--- src/rtl/hammer_pkg.sv ---
// Shared types and constants for the hammer sprite motion controller:
// swing phases, HID keycodes and default screen geometry.
package hammer_pkg;

    typedef enum logic [1:0] {
        IDLE    = 2'd0,
        WINDUP  = 2'd1,
        STRIKE  = 2'd2,
        RECOVER = 2'd3
    } swing_phase_t;

    localparam logic [7:0] KEY_A     = 8'h04;
    localparam logic [7:0] KEY_D     = 8'h07;
    localparam logic [7:0] KEY_W     = 8'h1A;
    localparam logic [7:0] KEY_S     = 8'h16;
    localparam logic [7:0] KEY_SPACE = 8'h2C;

    localparam int X_CENTER_DEF = 320;
    localparam int Y_CENTER_DEF = 240;
    localparam int X_MIN_DEF    = 0;
    localparam int X_MAX_DEF    = 639;
    localparam int Y_MIN_DEF    = 0;
    localparam int Y_MAX_DEF    = 479;

endpackage

--- src/rtl/frame_tick_sync.sv ---
// Brings the vertical-sync level into the Clk domain and emits a one-cycle
// tick per rising edge (2-flop synchroniser plus one delay flop).
module frame_tick_sync (
    input  logic clk,
    input  logic reset,
    input  logic frame_clk,
    output logic tick
);

    logic sync_1, sync_2, delay;

    always_ff @(posedge clk) begin
        if (reset) begin
            sync_1 <= 1'b0;
            sync_2 <= 1'b0;
            delay  <= 1'b0;
        end else begin
            sync_1 <= frame_clk;
            sync_2 <= sync_1;
            delay  <= sync_2;
        end
    end

    assign tick = sync_2 & ~delay;

endmodule

--- src/rtl/hammer_motion.sv ---
// Per-frame hammer sprite motion plus four-phase swing FSM. Define
// HAMMER_BOUNCE_EN to reflect off screen edges; otherwise the sprite clamps.
module hammer_motion
    import hammer_pkg::*;
#(
    parameter int X_CENTER     = X_CENTER_DEF,
    parameter int Y_CENTER     = Y_CENTER_DEF,
    parameter int X_MIN        = X_MIN_DEF,
    parameter int X_MAX        = X_MAX_DEF,
    parameter int Y_MIN        = Y_MIN_DEF,
    parameter int Y_MAX        = Y_MAX_DEF,
    parameter int STEP         = 1,
    parameter int SIZE         = 4,
    parameter int SWING_FRAMES = 8
) (
    input  logic       Clk,
    input  logic       Reset,
    input  logic       frame_clk,
    input  logic [7:0] keycode,
    output logic [9:0] BallX,
    output logic [9:0] BallY,
    output logic [9:0] BallS,
    output logic [1:0] swing_phase,
    output logic       strike
);

    localparam int              CNT_W    = $clog2(SWING_FRAMES + 1);
    localparam logic [CNT_W-1:0] CNT_LAST = CNT_W'(SWING_FRAMES - 1);
    localparam logic [9:0]      STEP_P   = 10'(STEP);
    localparam logic [9:0]      STEP_N   = 10'(-STEP);

`ifdef HAMMER_BOUNCE_EN
    localparam logic [10:0] SIZE_W = 11'(SIZE);
    localparam logic [10:0] X_MAX_W = 11'(X_MAX);
    localparam logic [10:0] Y_MAX_W = 11'(Y_MAX);
    localparam logic [10:0] X_LO_W  = 11'(X_MIN + SIZE);
    localparam logic [10:0] Y_LO_W  = 11'(Y_MIN + SIZE);
`else
    localparam logic signed [11:0] X_LO = 12'(X_MIN + SIZE);
    localparam logic signed [11:0] X_HI = 12'(X_MAX - SIZE);
    localparam logic signed [11:0] Y_LO = 12'(Y_MIN + SIZE);
    localparam logic signed [11:0] Y_HI = 12'(Y_MAX - SIZE);
    logic signed [11:0] x_sum, y_sum;
`endif

    swing_phase_t     phase;
    logic [CNT_W-1:0] frame_cnt;
    logic [9:0]       mx, my, mx_key, my_key, mx_next, my_next, x_next, y_next;
    logic             tick, frozen;

    frame_tick_sync u_tick (
        .clk       (Clk),
        .reset     (Reset),
        .frame_clk (frame_clk),
        .tick      (tick)
    );

    assign frozen      = (phase == WINDUP) || (phase == STRIKE);
    assign BallS       = 10'(SIZE);
    assign swing_phase = phase;

    always_comb begin
        mx_key = mx;
        my_key = my;
        case (keycode)
            KEY_A: begin mx_key = STEP_N; my_key = '0;     end
            KEY_D: begin mx_key = STEP_P; my_key = '0;     end
            KEY_W: begin mx_key = '0;     my_key = STEP_N; end
            KEY_S: begin mx_key = '0;     my_key = STEP_P; end
            default: ;
        endcase
`ifdef HAMMER_BOUNCE_EN
        mx_next = mx_key;
        my_next = my_key;
        if ({1'b0, BallX} + SIZE_W >= X_MAX_W)  mx_next = STEP_N;
        else if ({1'b0, BallX} <= X_LO_W)       mx_next = STEP_P;
        if ({1'b0, BallY} + SIZE_W >= Y_MAX_W)  my_next = STEP_N;
        else if ({1'b0, BallY} <= Y_LO_W)       my_next = STEP_P;
        x_next = BallX + mx_next;
        y_next = BallY + my_next;
`else
        // Sum in 12-bit signed so a step below zero is seen as below the limit.
        x_sum   = $signed({2'b00, BallX}) + $signed({{2{mx_key[9]}}, mx_key});
        y_sum   = $signed({2'b00, BallY}) + $signed({{2{my_key[9]}}, my_key});
        x_next  = x_sum[9:0];
        y_next  = y_sum[9:0];
        mx_next = mx_key;
        my_next = my_key;
        if (x_sum > X_HI)      begin x_next = X_HI[9:0]; mx_next = '0; end
        else if (x_sum < X_LO) begin x_next = X_LO[9:0]; mx_next = '0; end
        if (y_sum > Y_HI)      begin y_next = Y_HI[9:0]; my_next = '0; end
        else if (y_sum < Y_LO) begin y_next = Y_LO[9:0]; my_next = '0; end
`endif
    end

    always_ff @(posedge Clk) begin
        if (Reset) begin
            BallX     <= 10'(X_CENTER);
            BallY     <= 10'(Y_CENTER);
            mx        <= '0;
            my        <= '0;
            phase     <= IDLE;
            frame_cnt <= '0;
            strike    <= 1'b0;
        end else begin
            strike <= 1'b0;
            if (tick) begin
                if (!frozen) begin
                    BallX <= x_next;
                    BallY <= y_next;
                    mx    <= mx_next;
                    my    <= my_next;
                end
                if (phase == IDLE) begin
                    if (keycode == KEY_SPACE) begin
                        phase     <= WINDUP;
                        frame_cnt <= '0;
                    end
                end else if (frame_cnt == CNT_LAST) begin
                    // Phases are sequential; RECOVER + 1 wraps back to IDLE.
                    phase     <= swing_phase_t'(phase + 2'd1);
                    frame_cnt <= '0;
                    strike    <= (phase == WINDUP);
                end else begin
                    frame_cnt <= frame_cnt + 1'b1;
                end
            end
        end
    end

endmodule

--- config.mk ---
export PLATFORM = sky130hd
export DESIGN_NAME = hammer_motion
export DESIGN_NICKNAME = d
export VERILOG_FILES = /design/src/rtl/hammer_pkg.sv /design/src/rtl/frame_tick_sync.sv /design/src/rtl/hammer_motion.sv
export SDC_FILE = /design/constraint.sdc
export NUM_CORES = 1
export LEC_CHECK = 0
export BUFFER_PORTS_ARGS = -buffer_cell sky130_fd_sc_hd__buf_4
export CAP_MARGIN = 40
export CORE_MARGIN = 4
export CORE_UTILIZATION = 25
export DETAILED_ROUTE_END_ITERATION = 8
export SYNTH_ARGS = -nofsm -noshare
export SYNTH_HDL_FRONTEND = slang
export SYNTH_HIERARCHICAL = 1
export SYNTH_SLANG_ARGS = --single-unit
export TNS_END_PERCENT = 30
--- constraint.sdc ---
create_clock -name Clk -period 12.65 [get_ports Clk]
set_clock_uncertainty 0.1 [all_clocks]
set_input_delay 1.8975 -clock Clk [delete_from_list [all_inputs] [get_ports Clk]]
set_output_delay 1.8975 -clock Clk [all_outputs]
set_load 0.02 [all_outputs]
==> results of run 1 <==
==> synth_stat cells, drive strengths merged (5+ instances only) <==
master	n	share of area, %
a21oi	29	4.2
nor3b	5	1.1
nor2b	7	1.2
nand3	15	2.0
dfxtp	50	27
nor3	9	1.5
o31ai	23	6.1
a211oi	5	1.1
xor2	9	2.1
ha	25	8.4
clkbuf	7	0.71
inv	30	3.0
nand2	41	4.1
nor2	44	4.6
a221oi	6	2.1
o211ai	8	2.0
o21ai	28	4.1
nand2b	6	1.0
buf	20	3.9
xnor2	7	1.9
==> power breakdown <==
| part | total [mW] | switching [mW] | internal, mW |
|---|---|---|---|
| registers | 0.162 | 0.00227 | 0.160 |
| logic | 0.0437 | 0.0289 | 0.0148 |
| clock network | 0.154 | 0.0608 | 0.0935 |
==> through the flow <==
stage | total power, mW | util, % | hold slack, ns
CTS | 0.3640 | 29.12 | 0.3422
global placement | 0.2086 | 27.92 | 0.3209
floorplan | 0.1984 | - | 0.3138
detailed placement | 0.2092 | 27.97 | 0.3256
finish | 0.3602 | 29.12 | 0.3372
global route | 0.3739 | 29.12 | 0.3557
==> logic make-up after synthesis <==
group | Yosys count
xor gates and xnor gates | 16
DFF | 50
buffers and inverters | 57
muxes | 1
and+or+nand+nor | 152
AOI/OAI and AO/OA | 145
other | 2
adders and majority gates | 27
==> state kept, by name (all words and copies together), names as in the netlist <==
signal         flops
BallX             10
BallY             10
mx                10
my                10
frame_cnt          4
swing_phase        2
strike             1
u_tick/delay       1
u_tick/sync_1      1
u_tick/sync_2      1
==> worst max-delay path by stage <==
stage | start | endpoint | slack, ns | cells past startpoint
global route | keycode[4] | my[5] | 6.34 | 14
detailed placement | keycode[4] | my[7] | 6.47 | 14
CTS | keycode[4] | my[7] | 6.76 | 14
floorplan | keycode[0] | BallX[8] | 7.34 | 15
finish | keycode[4] | my[3] | 6.71 | 14
global placement | keycode[4] | my[8] | 6.63 | 14
==> layer usage <==
layer  wire length (um)  track usage (%)  vias to the layer above  share of wire [%]
met5                  0                0                        -                  0
met4                193            3.912                        0                2.0
met3                517            2.415                       14                5.4
met2               4366            17.65                       76                 45
li1                   -                -                     1679                  -
met1               4581            16.23                     1582                 47
==> layout make-up <==
cell class / count / area share, %
Multi-Input combinational cell: 351 / 58.10
Sequential cell: 50 / 23.65
Timing Repair Buffer: 35 / 6.209
Tap cell: 184 / 5.441
Clock buffer: 6 / 3.046
Inverter: 30 / 2.661
Clock inverter: 2 / 0.8870
==> results.sh, run 1 <==
export IMPL_drt_iter0_drc=233
export IMPL_hpwlAfterDp_mm=7.534
export IMPL_io_buffers=33
export IMPL_clkTransAtPathRegs_ns=0.07
export IMPL_crit_fanout=12
export IMPL_synth_ff_type="dfxtp_1"
export IMPL_cts_inserted_buffers=5
export IMPL_dp_cells=650
export IMPL_cts_buffer_depth=2
export IMPL_hold_path_class="flop to flop"
export IMPL_synth_edf_count=0
export IMPL_layout_commonest_cell="dfxtp_1"
export IMPL_hold_start="u_tick/sync_1"
export IMPL_synth_compound_area_share_pct=30.55
export IMPL_synth_xor_area_share_pct=3.974
export IMPL_die_area_mm2=0.01687
export IMPL_rsz0062_at_grt="no"
export IMPL_ir_worst_vdd_uv=45.17
export IMPL_ctsHtreeMaxLevel=2
export IMPL_synth_seq_cells=50
export IMPL_setup_ws_ns=6.708
export IMPL_num_antenna_cells=0
export IMPL_cts_resized=0
export IMPL_fillers=1551
export IMPL_final_cell_mix="dfxtp_1 (50), nor2_1 (43), nand2_1 (41), buf_4 (35), inv_1 (29)"
export IMPL_die_h_um=129.9
export IMPL_clock_sinks=50
export IMPL_hold_buffers=0
export IMPL_critPathKind="input port to flop"
export IMPL_cts_setup_buffers=0
export IMPL_fmax_ghz=0.1683
export IMPL_gp_congestion=0.9213
export IMPL_crit_buf_inv=2
export IMPL_place_area_mm2=0.004065
export IMPL_async_flop_share_pct=0
export IMPL_setup_viol=0
export IMPL_row_count=44
export IMPL_area_delta_synth_final_pct=13.91
export IMPL_via_count=3351
export IMPL_coreArea_mm2=0.01453
export IMPL_rr_endpoint="my[3]"
export IMPL_syn_area_per_cell_um2=8.255
export IMPL_drive_gt1_share_pct=14.98
export IMPL_critPathCaptureType="flop"
export IMPL_io_pins=44
export IMPL_yosys_cell_types_count=82
export IMPL_synthCells=450
export IMPL_startpoint_type="input port"
export IMPL_final_area_mm2=0.004232
export IMPL_yosys_area_share_adder_pct=9.498
export IMPL_multiInputGateArea_mm2=0.002459
export IMPL_vias_per_cell=5.093
export IMPL_synth_top_family_by_area="compound AO/OA/AOI/OAI gates"
export IMPL_drv_slew=0
export IMPL_hold_violations=0
export IMPL_dr_pass1_iters=4
export IMPL_register_area_mm2=0.001001
export IMPL_muxShareOfSynthArea_pct=0.2695
export IMPL_post_route_min_period_ns=5.942
export IMPL_grt_start_max_net_pins=22
export IMPL_ff2ff_path_depth=10
export IMPL_fin_tns_setup_ns=0
export IMPL_worst_path_dominant_cell_family="compound AO/OA/AOI/OAI gates"
export IMPL_power_density_mw_per_mm2=85.11
export IMPL_reg2reg_from="my[1]"
export IMPL_dp_slack_ns=6.474
export IMPL_relSlewSlack_pct=41.43
export IMPL_clk_latency_ns=0.29
export IMPL_grt_overflow=0
export IMPL_drc=0
export IMPL_synth_area_mm2=0.003715
export IMPL_yosys_area_share_simple_pct=20.88
export IMPL_arrival_ns=6.05
export IMPL_outcome="complete, no violations"
export IMPL_crit_required_ns=12.76
export IMPL_die_w_um=129.9
export IMPL_grt_pass1_wl_mm=15.84
export IMPL_r2r_setup_slack_ns=8.94
export IMPL_whs_endpoint="u_tick/sync_2"
export IMPL_track_usage_pct=11.56
export IMPL_synth_seq_area_share_pct=26.95
export IMPL_p_leak_nw=1.731
export IMPL_wire_per_inst_um=14.68
export IMPL_grt_pass1_vias=3123
export IMPL_totalWireLength_mm=9.658
export IMPL_cts_tree="built"
export IMPL_fin_crit_sh_pct=46.97
export IMPL_antenna_found_initial=0
export IMPL_worstMarginPinSlew_ns=0.8771
export IMPL_min_path_cells=1
export IMPL_nets=511
export IMPL_start_util_pct=25.56
export IMPL_clockRootBuffer="clkbuf_16"
export IMPL_cap_viol_max_count=0
export IMPL_synth_warning_count=6
export IMPL_slowest_delay_ns=0.61
export IMPL_slowest_stage="a2111oi_0"
export IMPL_crit_chain="buf_4, nor3b_1, o2bb2ai_1, o21ai_4, a21oi_1, inv_1, ha_1, a211oi_1, o211ai_1, a2111oi_0, or3_1, and3_1, o211ai_4, o31ai_2"
export IMPL_ant_nets=0
export IMPL_layoutNonFillerInstCount=658
Power figures use the tool's default switching activity.
==> run 2: changes to the inputs <==
- clock period: 12.65 -> 4.8 ns (I/O delays scaled with it)
==> run 2 against run 1 <==
Against the previous run: sequential cell count unchanged; combinational power increased to 2.7 times the previous value; first-iteration DRC count decreased by 8.2%; register-to-register slack got worse by 7.7 ns; cell count increased by 1.5%; count of clock-buffer cells in the layout unchanged; largest power group unchanged; highest routed layer unchanged.
==> results.sh, run 2 (synthesized netlist as in run 1, its figures left out) <==
export IMPL_hpwlAfterDp_mm=7.834
export IMPL_dr_pass1_iters=5
export IMPL_arrival_ns=4.49
export IMPL_die_h_um=129.9
export IMPL_hold_buffers=0
export IMPL_gp_congestion=0.9108
export IMPL_drt_iter0_drc=214
export IMPL_drc=0
export IMPL_drt_met1_wl_mm=4.893
export IMPL_swShare_pct=26.74
export IMPL_area_delta_synth_final_pct=15.53
export IMPL_coreArea_mm2=0.01453
export IMPL_switchingPower_mw=0.2439
export IMPL_ant_nets=0
export IMPL_crit_required_ns=4.90
export IMPL_fin_crit_sh_pct=91.54
export IMPL_ir_worst_vdd_uv=128.6
export IMPL_p_total_mw=0.9122
export IMPL_fin_tns_setup_ns=0
export IMPL_io_buffers=33
export IMPL_nets=521
export IMPL_holdWs_ns=0.3386
export IMPL_grt_pass1_wl_mm=16.75
export IMPL_clkTransAtPathRegs_ns=0.07
export IMPL_row_count=44
export IMPL_dp_slack_ns=0.1295
export IMPL_clockRootBuffer="clkbuf_16"
export IMPL_critPathKind="input port to flop"
export IMPL_cts_resized=0
export IMPL_grt_start_max_net_pins=24
export IMPL_relSlewSlack_pct=40.39
export IMPL_crit_fanout=11
export IMPL_cts_buffer_depth=2
export IMPL_final_util_pct=29.53
export IMPL_worstMarginPinSlew_ns=0.8927
export IMPL_clkPwrFrac_pct=40.3
export IMPL_critPathCaptureType="flop"
export IMPL_p_leak_nw=1.776
export IMPL_dr_wl_met3_um=527
export IMPL_power_density_mw_per_mm2=212.6
export IMPL_setup_ws_ns=0.4060
export IMPL_layout_commonest_cell="dfxtp_1"
export IMPL_via_count=3458
export IMPL_fillers=1571
export IMPL_final_cell_mix="dfxtp_1 (50), buf_4 (45), nor2_1 (43), nand2_1 (41), inv_1 (29)"
export IMPL_drive_gt1_share_pct=16.94
export IMPL_outcome="complete, no violations"
export IMPL_totalWireLength_mm=10.09
export IMPL_clk_latency_ns=0.29
export IMPL_fmax_ghz=0.2276
export IMPL_clock_sinks=50
export IMPL_startpoint_type="input port"
export IMPL_grt_pass1_vias=3316
export IMPL_pwr_share_comb_pct=12.8
export IMPL_cap_viol_max_count=0
export IMPL_dr_wl_met2_mm=4.502
export IMPL_post_route_min_period_ns=4.394
export IMPL_cts_inserted_buffers=5
export IMPL_hold_path_class="flop to flop"
export IMPL_hold_violations=0
export IMPL_setup_viol=0
export IMPL_die_area_mm2=0.01687
export IMPL_start_util_pct=25.56
export IMPL_grt_overflow=0
export IMPL_wire_per_inst_um=15.10
export IMPL_top_layer="met4"
export IMPL_num_antenna_cells=0
export IMPL_die_w_um=129.9
export IMPL_rsz0062_at_grt="no"
export IMPL_antenna_found_initial=0
export IMPL_seqPwrFrac_pct=46.9
export IMPL_track_usage_pct=12.26
export IMPL_vias_per_cell=5.177
export IMPL_io_pins=44
export IMPL_cts_setup_buffers=0
export IMPL_drv_slew=0
export IMPL_ctsHtreeMaxLevel=2
export IMPL_cts_tree="built"
export IMPL_p_int_mw=0.6683
## run 2: worst paths after layout
path                                    start             to  slack, ns  cells past startpoint
worst max register to register          mx[0]          mx[4]       1.20                     12
worst max-delay path               keycode[4]          mx[4]       0.41                     15
worst min register to register  u_tick/sync_1  u_tick/sync_2       0.34                      1
worst min-delay path            u_tick/sync_1  u_tick/sync_2       0.34                      1
## run 2: routing by layer
metal / GRT usage (%) / vias up
met5: 0 / -
li1: - / 1700
met1: 16.95 / 1649
met2: 19.53 / 96
met3: 2.374 / 13
met4: 3.423 / 0
## run 2: power groups by stage
stage	Clock (mW)	Combinational, mW	Sequential, mW
2_1_floorplan	0	0.0810	0.442
3_3_place_gp	0	0.114	0.438
3_5_place_dp	0	0.116	0.438
4_1_cts	0.378	0.116	0.428
5_1_grt	0.393	0.129	0.429
6_report	0.368	0.117	0.428
## run 2: layout make-up
| cell class | instances | area (um2) | share of cell area [%] |
|---|---|---|---|
| clock inverters | 2 | 12.51 | 0.2915 |
| well taps | 184 | 230.2 | 5.364 |
| repair buffers | 45 | 337.8 | 7.872 |
| clock buffers | 6 | 138.9 | 3.236 |
| inverters | 30 | 112.6 | 2.624 |
| multi-input cells | 351 | 2459 | 57.29 |
| flip-flops and latches | 50 | 1001 | 23.32 |
## run 2: critical path: stages
cell	delay, ns
buf_4	0.13
nor3b_1	0.31
and2_1	0.24
a21oi_1	0.08
o21ai_0	0.28
ha_1	0.27
inv_1	0.07
fa_1	0.40
nand2b_1	0.20
a21oi_1	0.34
o21ai_0	0.19
xor2_1	0.28
a31o_1	0.22
nand3_1	0.37
o31ai_1	0.39
## run 2: metrics by stage
step                      cell area (um2)  instances
after global placement               4140        660
after CTS                            4292        668
after global routing                 4292        668
after floorplan                      3745        458
after detailed placement             4140        660
final                                4292        668
==> run 3: changes to the inputs <==
- CTS_BUF_LIST: unset -> sky130_fd_sc_hd__clkbuf_4 sky130_fd_sc_hd__clkbuf_8
==> run 3 against run 2 <==
Against the previous run: critical path depth is the same; fmax is 1.3% higher; sequential power about the same.
==> results.sh, run 3 (synthesized netlist as in run 1, its figures left out) <==
export IMPL_clock_sinks=50
export IMPL_cts_buffer_depth=2
export IMPL_cap_viol_max_count=0
export IMPL_arrival_ns=4.46
export IMPL_cts_inserted_buffers=5
export IMPL_reg2reg_from="mx[0]"
export IMPL_grt_pass1_wl_mm=16.75
export IMPL_rsz0062_at_grt="no"
export IMPL_io_buffers=33
export IMPL_min_path_cells=1
export IMPL_totalWireLength_mm=10.04
export IMPL_relSlewSlack_pct=38.99
export IMPL_drive_gt1_share_pct=16.94
export IMPL_num_antenna_cells=0
export IMPL_grt_pass1_vias=3313
export IMPL_outcome="complete, no violations"
export IMPL_antenna_found_initial=0
export IMPL_fmax_ghz=0.2306
export IMPL_die_area_mm2=0.01687
export IMPL_nets=521
export IMPL_rr_endpoint="mx[4]"
export IMPL_cts_tree="built"
export IMPL_via_count=3416
export IMPL_start_util_pct=25.56
export IMPL_startpoint_type="input port"
export IMPL_hold_path_class="flop to flop"
export IMPL_whs_endpoint="u_tick/sync_2"
export IMPL_final_area_mm2=0.004235
export IMPL_crit_required_ns=4.92
export IMPL_dr_pass1_iters=5
export IMPL_layout_commonest_cell="dfxtp_1"
export IMPL_crit_fanout=11
export IMPL_grt_overflow=0
export IMPL_io_pins=44
export IMPL_ant_nets=0
export IMPL_final_cell_mix="dfxtp_1 (50), buf_4 (45), nor2_1 (43), nand2_1 (41), inv_1 (29)"
export IMPL_die_w_um=129.9
export IMPL_drv_slew=0
export IMPL_place_area_mm2=0.004140
export IMPL_ir_worst_vdd_uv=109.5
export IMPL_row_count=44
export IMPL_post_route_min_period_ns=4.336
export IMPL_die_h_um=129.9
export IMPL_p_leak_nw=1.750
export IMPL_fin_crit_sh_pct=90.34
export IMPL_worstMarginPinSlew_ns=0.9137
export IMPL_setup_viol=0
export IMPL_cts_setup_buffers=0
export IMPL_cts_resized=0
export IMPL_fin_tns_setup_ns=0
export IMPL_critPathCaptureType="flop"
export IMPL_hold_violations=0
export IMPL_track_usage_pct=12.25
export IMPL_vias_per_cell=5.114
export IMPL_holdWs_ns=0.3450
export IMPL_critPathKind="input port to flop"
export IMPL_gp_congestion=0.9108
export IMPL_wire_per_inst_um=15.03
export IMPL_final_util_pct=29.14
export IMPL_drt_iter0_drc=227
export IMPL_power_density_mw_per_mm2=191.6
export IMPL_r2r_setup_slack_ns=1.23
export IMPL_area_delta_synth_final_pct=14.01
export IMPL_coreArea_mm2=0.01453
export IMPL_hold_buffers=0
export IMPL_ctsHtreeMaxLevel=2
export IMPL_clkTransAtPathRegs_ns=0.10
export IMPL_clockRootBuffer="clkbuf_8"
export IMPL_clk_latency_ns=0.31
export IMPL_drc=0
export IMPL_grt_start_max_net_pins=24
export IMPL_hpwlAfterDp_mm=7.834
export IMPL_hold_start="u_tick/sync_1"
export IMPL_ff2ff_path_depth=12
run 3: layout make-up:
class / instances / area, um2
clock buffers: 6 / 82.58
multi-input cells: 351 / 2459
repair buffers: 45 / 337.8
clock inverters: 2 / 12.51
inverters: 30 / 112.6
flip-flops and latches: 50 / 1001
well taps: 184 / 230.2
fillers: 1579 / 10300
run 3: report_power, final:
group          internal [mW]  switching [mW]  leakage (nW)
clock                  0.116           0.151        0.0472
sequential             0.421         0.00651         0.405
combinational         0.0402          0.0764          1.30
total                  0.578           0.234          1.75
run 3: worst max-delay path, cell delays in order:
cell,delay [ns]
buf_4,0.13
nor3b_1,0.31
and2_1,0.24
a21oi_1,0.08
o21ai_0,0.28
ha_1,0.27
inv_1,0.07
fa_1,0.40
nand2b_1,0.19
a21oi_1,0.33
o21ai_0,0.18
xor2_1,0.28
a31o_1,0.23
nand3_1,0.35
o31ai_1,0.37
run 3: per-stage QoR:
step                      total power [mW]  setup slack (ns)  std cells
final                               0.8116            0.4636        668
after detailed placement            0.5531            0.1295        660
after CTS                           0.8214            0.4454        668
after global placement              0.5515            0.2305        660
after floorplan                     0.5228            0.6690        458
after global routing                0.8486            0.1001        668
run 3: metal layers:
metal  vias up  GRT usage (%)  wire (um)
met4         0          3.606        163
met3        10          2.129        439
met2        76          19.50       4493
met1      1634          17.01       4945
met5         -              0          0
li1       1696              -          -
run 3: how the worst max path moves through the flow:
stage / endpoint / start / depth (start not counted)
5_1_grt: BallX[7] / keycode[4] / 15
3_3_place_gp: BallX[7] / keycode[4] / 15
6_report: mx[4] / keycode[4] / 15
2_1_floorplan: BallX[8] / keycode[0] / 15
3_5_place_dp: mx[4] / keycode[4] / 15
4_1_cts: mx[4] / keycode[4] / 15
